<file path="src/rtl/alu_seq.sv">
// alu_seq: registered ALU. ADD/SUB/AND/OR/XOR/SHL/SHR complete in one cycle.
// MUL uses an iterative shift-add multiplier when ALU_SEQ_MUL_EN is defined.
// Without the macro, MUL completes in one cycle with err set and a zero result.
module alu_seq #(
    parameter int WIDTH = 16
) (
    input  logic             clk,
    input  logic             rstn,
    input  logic             start,
    input  logic [2:0]       op,
    input  logic [WIDTH-1:0] a,
    input  logic [WIDTH-1:0] b,
    output logic             busy,
    output logic             done,
    output logic [WIDTH-1:0] result,
    output logic             carry,
    output logic             zero,
    output logic             ovf,
    output logic             err
);

    typedef enum logic [2:0] {
        OP_ADD = 3'b000,
        OP_SUB = 3'b001,
        OP_AND = 3'b010,
        OP_OR  = 3'b011,
        OP_XOR = 3'b100,
        OP_SHL = 3'b101,
        OP_SHR = 3'b110,
        OP_MUL = 3'b111
    } op_e;

    // Architectural output registers.
    logic [WIDTH-1:0] result_q, result_d;
    logic             carry_q, carry_d;
    logic             zero_q, zero_d;
    logic             ovf_q, ovf_d;
    logic             err_q, err_d;
    logic             done_q, done_d;

    // Single-cycle ALU outputs for the operands currently on the inputs.
    logic [WIDTH-1:0] alu_res;
    logic             alu_carry;
    logic             alu_ovf;
    logic             alu_err;
    logic [WIDTH:0]   add_ext;
    logic [WIDTH:0]   sub_ext;
    logic [WIDTH:0]   shl_ext;
    logic [WIDTH:0]   shr_ext;

`ifdef ALU_SEQ_MUL_EN
    typedef enum logic {
        IDLE = 1'b0,
        MULT = 1'b1
    } state_e;

    localparam int CNT_W = $clog2(WIDTH);

    state_e             state_q, state_d;
    logic [2*WIDTH-1:0] acc_q, acc_d;
    logic [2*WIDTH-1:0] mcand_q, mcand_d;
    logic [2*WIDTH-1:0] acc_sum;
    logic [WIDTH-1:0]   mplier_q, mplier_d;
    logic [CNT_W-1:0]   cnt_q, cnt_d;

    assign busy = (state_q == MULT);
`else
    assign busy = 1'b0;
`endif

    // Compute the result of a single-cycle operation from the live inputs.
    // NOTE: every signal written here gets a default first, so no path can infer a latch.
    always_comb begin
        // Extra top bit catches carry/borrow; the shifts keep the last bit moved out.
        add_ext   = {1'b0, a} + {1'b0, b};
        sub_ext   = {1'b0, a} - {1'b0, b};
        shl_ext   = {1'b0, a} << b[3:0];
        shr_ext   = {a, 1'b0} >> b[3:0];
        alu_res   = '0;
        alu_carry = 1'b0;
        alu_ovf   = 1'b0;
        alu_err   = 1'b0;
        case (op_e'(op))
            OP_ADD: begin
                alu_res   = add_ext[WIDTH-1:0];
                alu_carry = add_ext[WIDTH];
                alu_ovf   = (a[WIDTH-1] == b[WIDTH-1]) && (add_ext[WIDTH-1] != a[WIDTH-1]);
            end
            OP_SUB: begin
                alu_res   = sub_ext[WIDTH-1:0];
                alu_carry = sub_ext[WIDTH];
                alu_ovf   = (a[WIDTH-1] != b[WIDTH-1]) && (sub_ext[WIDTH-1] != a[WIDTH-1]);
            end
            OP_AND: alu_res = a & b;
            OP_OR:  alu_res = a | b;
            OP_XOR: alu_res = a ^ b;
            OP_SHL: begin
                alu_res   = shl_ext[WIDTH-1:0];
                alu_carry = shl_ext[WIDTH];
            end
            OP_SHR: begin
                alu_res   = shr_ext[WIDTH:1];
                alu_carry = shr_ext[0];
            end
            OP_MUL: begin
`ifndef ALU_SEQ_MUL_EN
                alu_err = 1'b1;
`endif
            end
        endcase
    end

    // Next-state logic: accept requests, step the multiplier, publish results.
    always_comb begin
        result_d = result_q;
        carry_d  = carry_q;
        zero_d   = zero_q;
        ovf_d    = ovf_q;
        err_d    = err_q;
        done_d   = 1'b0;
`ifdef ALU_SEQ_MUL_EN
        state_d  = state_q;
        acc_d    = acc_q;
        mcand_d  = mcand_q;
        mplier_d = mplier_q;
        cnt_d    = cnt_q;
        acc_sum  = acc_q + (mplier_q[0] ? mcand_q : '0);
        case (state_q)
            IDLE: begin
                if (start) begin
                    if (op == OP_MUL) begin
                        state_d  = MULT;
                        acc_d    = '0;
                        mcand_d  = {{WIDTH{1'b0}}, a};
                        mplier_d = b;
                        cnt_d    = '0;
                    end else begin
                        result_d = alu_res;
                        carry_d  = alu_carry;
                        zero_d   = (alu_res == '0);
                        ovf_d    = alu_ovf;
                        err_d    = alu_err;
                        done_d   = 1'b1;
                    end
                end
            end
            MULT: begin
                acc_d    = acc_sum;
                mcand_d  = mcand_q << 1;
                mplier_d = mplier_q >> 1;
                cnt_d    = cnt_q + CNT_W'(1);
                if (cnt_q == CNT_W'(WIDTH - 1)) begin
                    state_d  = IDLE;
                    cnt_d    = '0;
                    result_d = acc_sum[WIDTH-1:0];
                    carry_d  = |acc_sum[2*WIDTH-1:WIDTH];
                    ovf_d    = |acc_sum[2*WIDTH-1:WIDTH];
                    zero_d   = (acc_sum[WIDTH-1:0] == '0);
                    err_d    = 1'b0;
                    done_d   = 1'b1;
                end
            end
        endcase
`else
        if (start) begin
            result_d = alu_res;
            carry_d  = alu_carry;
            zero_d   = (alu_res == '0);
            ovf_d    = alu_ovf;
            err_d    = alu_err;
            done_d   = 1'b1;
        end
`endif
    end

    // State and output registers with asynchronous active-low reset.
    // NOTE: sequential state uses non-blocking assignments so every flop samples pre-edge values.
    always_ff @(posedge clk or negedge rstn) begin
        if (!rstn) begin
            result_q <= '0;
            carry_q  <= 1'b0;
            zero_q   <= 1'b1;
            ovf_q    <= 1'b0;
            err_q    <= 1'b0;
            done_q   <= 1'b0;
`ifdef ALU_SEQ_MUL_EN
            state_q  <= IDLE;
            acc_q    <= '0;
            mcand_q  <= '0;
            mplier_q <= '0;
            cnt_q    <= '0;
`endif
        end else begin
            result_q <= result_d;
            carry_q  <= carry_d;
            zero_q   <= zero_d;
            ovf_q    <= ovf_d;
            err_q    <= err_d;
            done_q   <= done_d;
`ifdef ALU_SEQ_MUL_EN
            state_q  <= state_d;
            acc_q    <= acc_d;
            mcand_q  <= mcand_d;
            mplier_q <= mplier_d;
            cnt_q    <= cnt_d;
`endif
        end
    end

    assign result = result_q;
    assign carry  = carry_q;
    assign zero   = zero_q;
    assign ovf    = ovf_q;
    assign err    = err_q;
    assign done   = done_q;

endmodule

</file>
<file path="config.mk">
export PLATFORM = sky130hd
export DESIGN_NAME = alu_seq
export DESIGN_NICKNAME = d
export VERILOG_FILES = /design/src/rtl/alu_seq.sv
export SDC_FILE = /design/constraint.sdc
export NUM_CORES = 1
export LEC_CHECK = 0
export CAP_MARGIN = 20
export CORE_MARGIN = 5
export CORE_UTILIZATION = 40
export DETAILED_ROUTE_END_ITERATION = 6
export SYNTH_ARGS = -nofsm -noshare
export SYNTH_HDL_FRONTEND = slang
export SYNTH_SLANG_ARGS = --single-unit
</file>
<file path="constraint.sdc">
create_clock -name clk -period 0.8 [get_ports clk]
set_input_delay 0.24 -clock clk [delete_from_list [all_inputs] [get_ports clk]]
set_output_delay 0.24 -clock clk [all_outputs]
set_load 0.005 [all_outputs]
</file>
==> flow_summary.yaml <==
status:
  status: "complete, but fails checks"
  violations: "design-rule violations, negative setup slack"
sta:
  hold_violations: 0
  finClkSkew_ps: 0
  relSlewSlack: 0.6603
  layout_min_cycle_time_ps: 2790
  fin_crit_sh: 3.487
  worstMarginPinSlew_ps: 502.3
  drv_slew: 0
  finalSetupViolations: 40
  timing.fmax_mhz: 358.4
  rsz0062_at_grt: "true"
  tns_ps: -33190
  fin_ws_ps: -1990
yosys:
  ys_warn_count: 0
  yosysTopAreaCellShare: 0.1264
  ys_ff_latch: 21
  yosys.area.top_type: "ha_1"
  async_reset_ff_frac: 1.000
  synth_cell_types: 76
  synth_area_per_cell_um2: 7.837
  ys_seq_area_frac: 0.1086
  synth_area_leaders: "ha_1 13%, dfrtp_1 10%, mux4_2 9.3%"
  synth_area_um2: 4851
  syn_nets: 708
  synth_most_common_cell: "nor2_1"
  synth_cells: 619
  synth-main-ff-cell: "dfrtp_1"
  synth_common_cells: "70 x nor2_1, 49 x ha_1, 48 x a21oi_1"
  synth_edf_count: 0
cts:
  numCtsBuffers: 3
  cts.htree.levels: 1
  cts_tree: "yes"
  clock_path_buffers: 2
  cts.clk_slew.worst_paths_ps: 60
  clock-sinks: 21
  clockRootBuffer: "clkbuf_16"
  clock_latency_ps: 250
grt:
  busiest_layer: "met2"
  antenna_found_initial: 0
  grt_start_max_net_pins: 22
  use_met1: 0.4454
  met3_usage: 0.03817
  grtUsageMet2: 0.5476
  grt_pass1_wl_um: 37360
  track_usage: 0.3299
  grt-ovfl-total: 0
  grt_pass1_vias: 6586
cells_and_area:
  syn_to_final_growth_pct: 85.92
  drive_gt1_frac: 0.5902
  instances_no_fill: 1089
  antenna_cells: 0
  finish.net_count: 1032
  fin_util: 0.7540
route:
  vias: 6569
  routed_wl_um: 24900
  firstDrtPassIters: 7
  wire_per_inst_um: 22.87
  vias_per_cell: 6.032
  drc_errors: 4
  drt-initial-drc-count: 609
  postRouteAntennaNets: 0
placed_design:
  hpwl_um: 17460
  place_inst: 1002
  portBuffers: 58
  dp_slack_ps: -2855
  gp_congestion: 0.9702
critical_path:
  max_stage_delay_ps: 400
  crit_required_ps: 1000
  path_cells: "buf_12 > clkinvlp_4 > buf_6 > ha_4 > a211oi_4 > o211ai_1 > buf_4 > nand3_4 > a21boi_2 > o41ai_2 > mux2i_1 > or3_4 > nor4_4 > a32o_2"
  critical_path_class: "in -> reg"
  cp-start-kind: "input port"
  path_buf_inv: 4
  cp_top_family: "compound AO/OA/AOI/OAI gates"
  cp_max_fo: 4
  cp_data_arrival_time_ps: 2990
  slowest_stage: "or3_4"
  worstSetupEndpointType: "flip-flop"
floorplan:
  io_pins: 60
  die_h_um: 120.1
  core_um2: 11960
  start_util: 0.4055
  num_rows: 40
  fp.dieW_um: 120.1
  dieArea_um2: 14430
hold_path:
  hold_path.class: "in -> async"
power:
  finalPower_mw: 8.779
  ir_worst_vdd_v: 0.0008800
  leakagePower_nw: 4.167
  cellPowerDensity_nw_per_um2: 973.5
flow_run:
  drv_cap: 0
-- sequential cells by signal (all words and copies together) (netlist names) --
register and cells:
err 1, ovf 1, zero 1, result 16, done 1, carry 1
-- metrics by stage --
stage | hold slack (ps) | cell area (um2)
4_1_cts | 335.2 | 8543
2_1_floorplan | -55.59 | 5159
6_report | 329.1 | 9019
3_5_place_dp | 487.0 | 7313
3_3_place_gp | 479.1 | 7313
5_1_grt | 335.8 | 9019
-- placed cells by master (no fill, tap or decap), types with 7 or more instances in the layout --
cell and n:
buf_4 255, nor2_1 57, buf_6 50, nand2_1 38
ha_1 30, inv_1 29, a21oi_1 28, buf_2 22
mux2i_1 21, mux4_2 21, dfrtp_1 20, a21oi_2 17
ha_4 16, inv_2 12, nor3_1 12, o211ai_1 11
buf_12 10, o21ai_1 9, clkbuf_2 9, a22oi_1 8
o22ai_1 8, mux2_2 8, a211oi_1 8, nor2_2 7
nand3_1 7, and3_1 7, o21ai_0 7, a211o_1 7
dlygate4sd2_1 7
-- kinds of logic after synthesis --
| family | share of synthesized area |
|---|---|
| AO/OA/AOI/OAI | 0.2693 |
| XOR/XNOR | 0.01625 |
| adder cells (fa/ha/maj) | 0.1346 |
| buffers and inverters | 0.08950 |
| flip-flops | 0.1086 |
| multiplexers | 0.1901 |
| other | 0.0007731 |
| AND/OR/NAND/NOR | 0.1909 |
-- final cells by class --
cell class / count / area (um2)
Timing Repair Buffer: 369 / 3134
Clock buffer: 4 / 78.83
Sequential cell: 21 / 526.8
Fill cell: 839 / 2943
Multi-Input combinational cell: 500 / 4890
Inverter: 48 / 205.2
Tap cell: 147 / 183.9
-- final timing paths --
check | from | end | slack (ps) | depth (start not counted)
max | b[1] | zero | -1990 | 14
min | rstn | done | 330 | 2
max reg2reg | result[13] | result[13] | -90 | 2
min reg2reg | result[0] | result[0] | 500 | 2
max in group asynchronous | rstn | zero | 250 | 2
min in group clk | start | done | 460 | 2
-- layer usage --
metal / up-vias / part of all wire
met4: 0 / 0.040
met1: 3219 / 0.42
li1: 2943 / -
met3: 76 / 0.067
met2: 331 / 0.48
met5: - / 0
-- power breakdown --
group / switching [mW] / internal, mW
Clock: 0.398 / 0.680
Combinational: 3.10 / 3.30
Sequential: 0.0822 / 1.21
-- timing repair --
item	in CTS	in global routing
resized for setup	348	86
hold buffers	0	0
buffers inserted	59	36
endpoints found under the setup margin	42	41
cloned	4	1
pin swaps	76	75
Power figures use the tool's default switching activity.
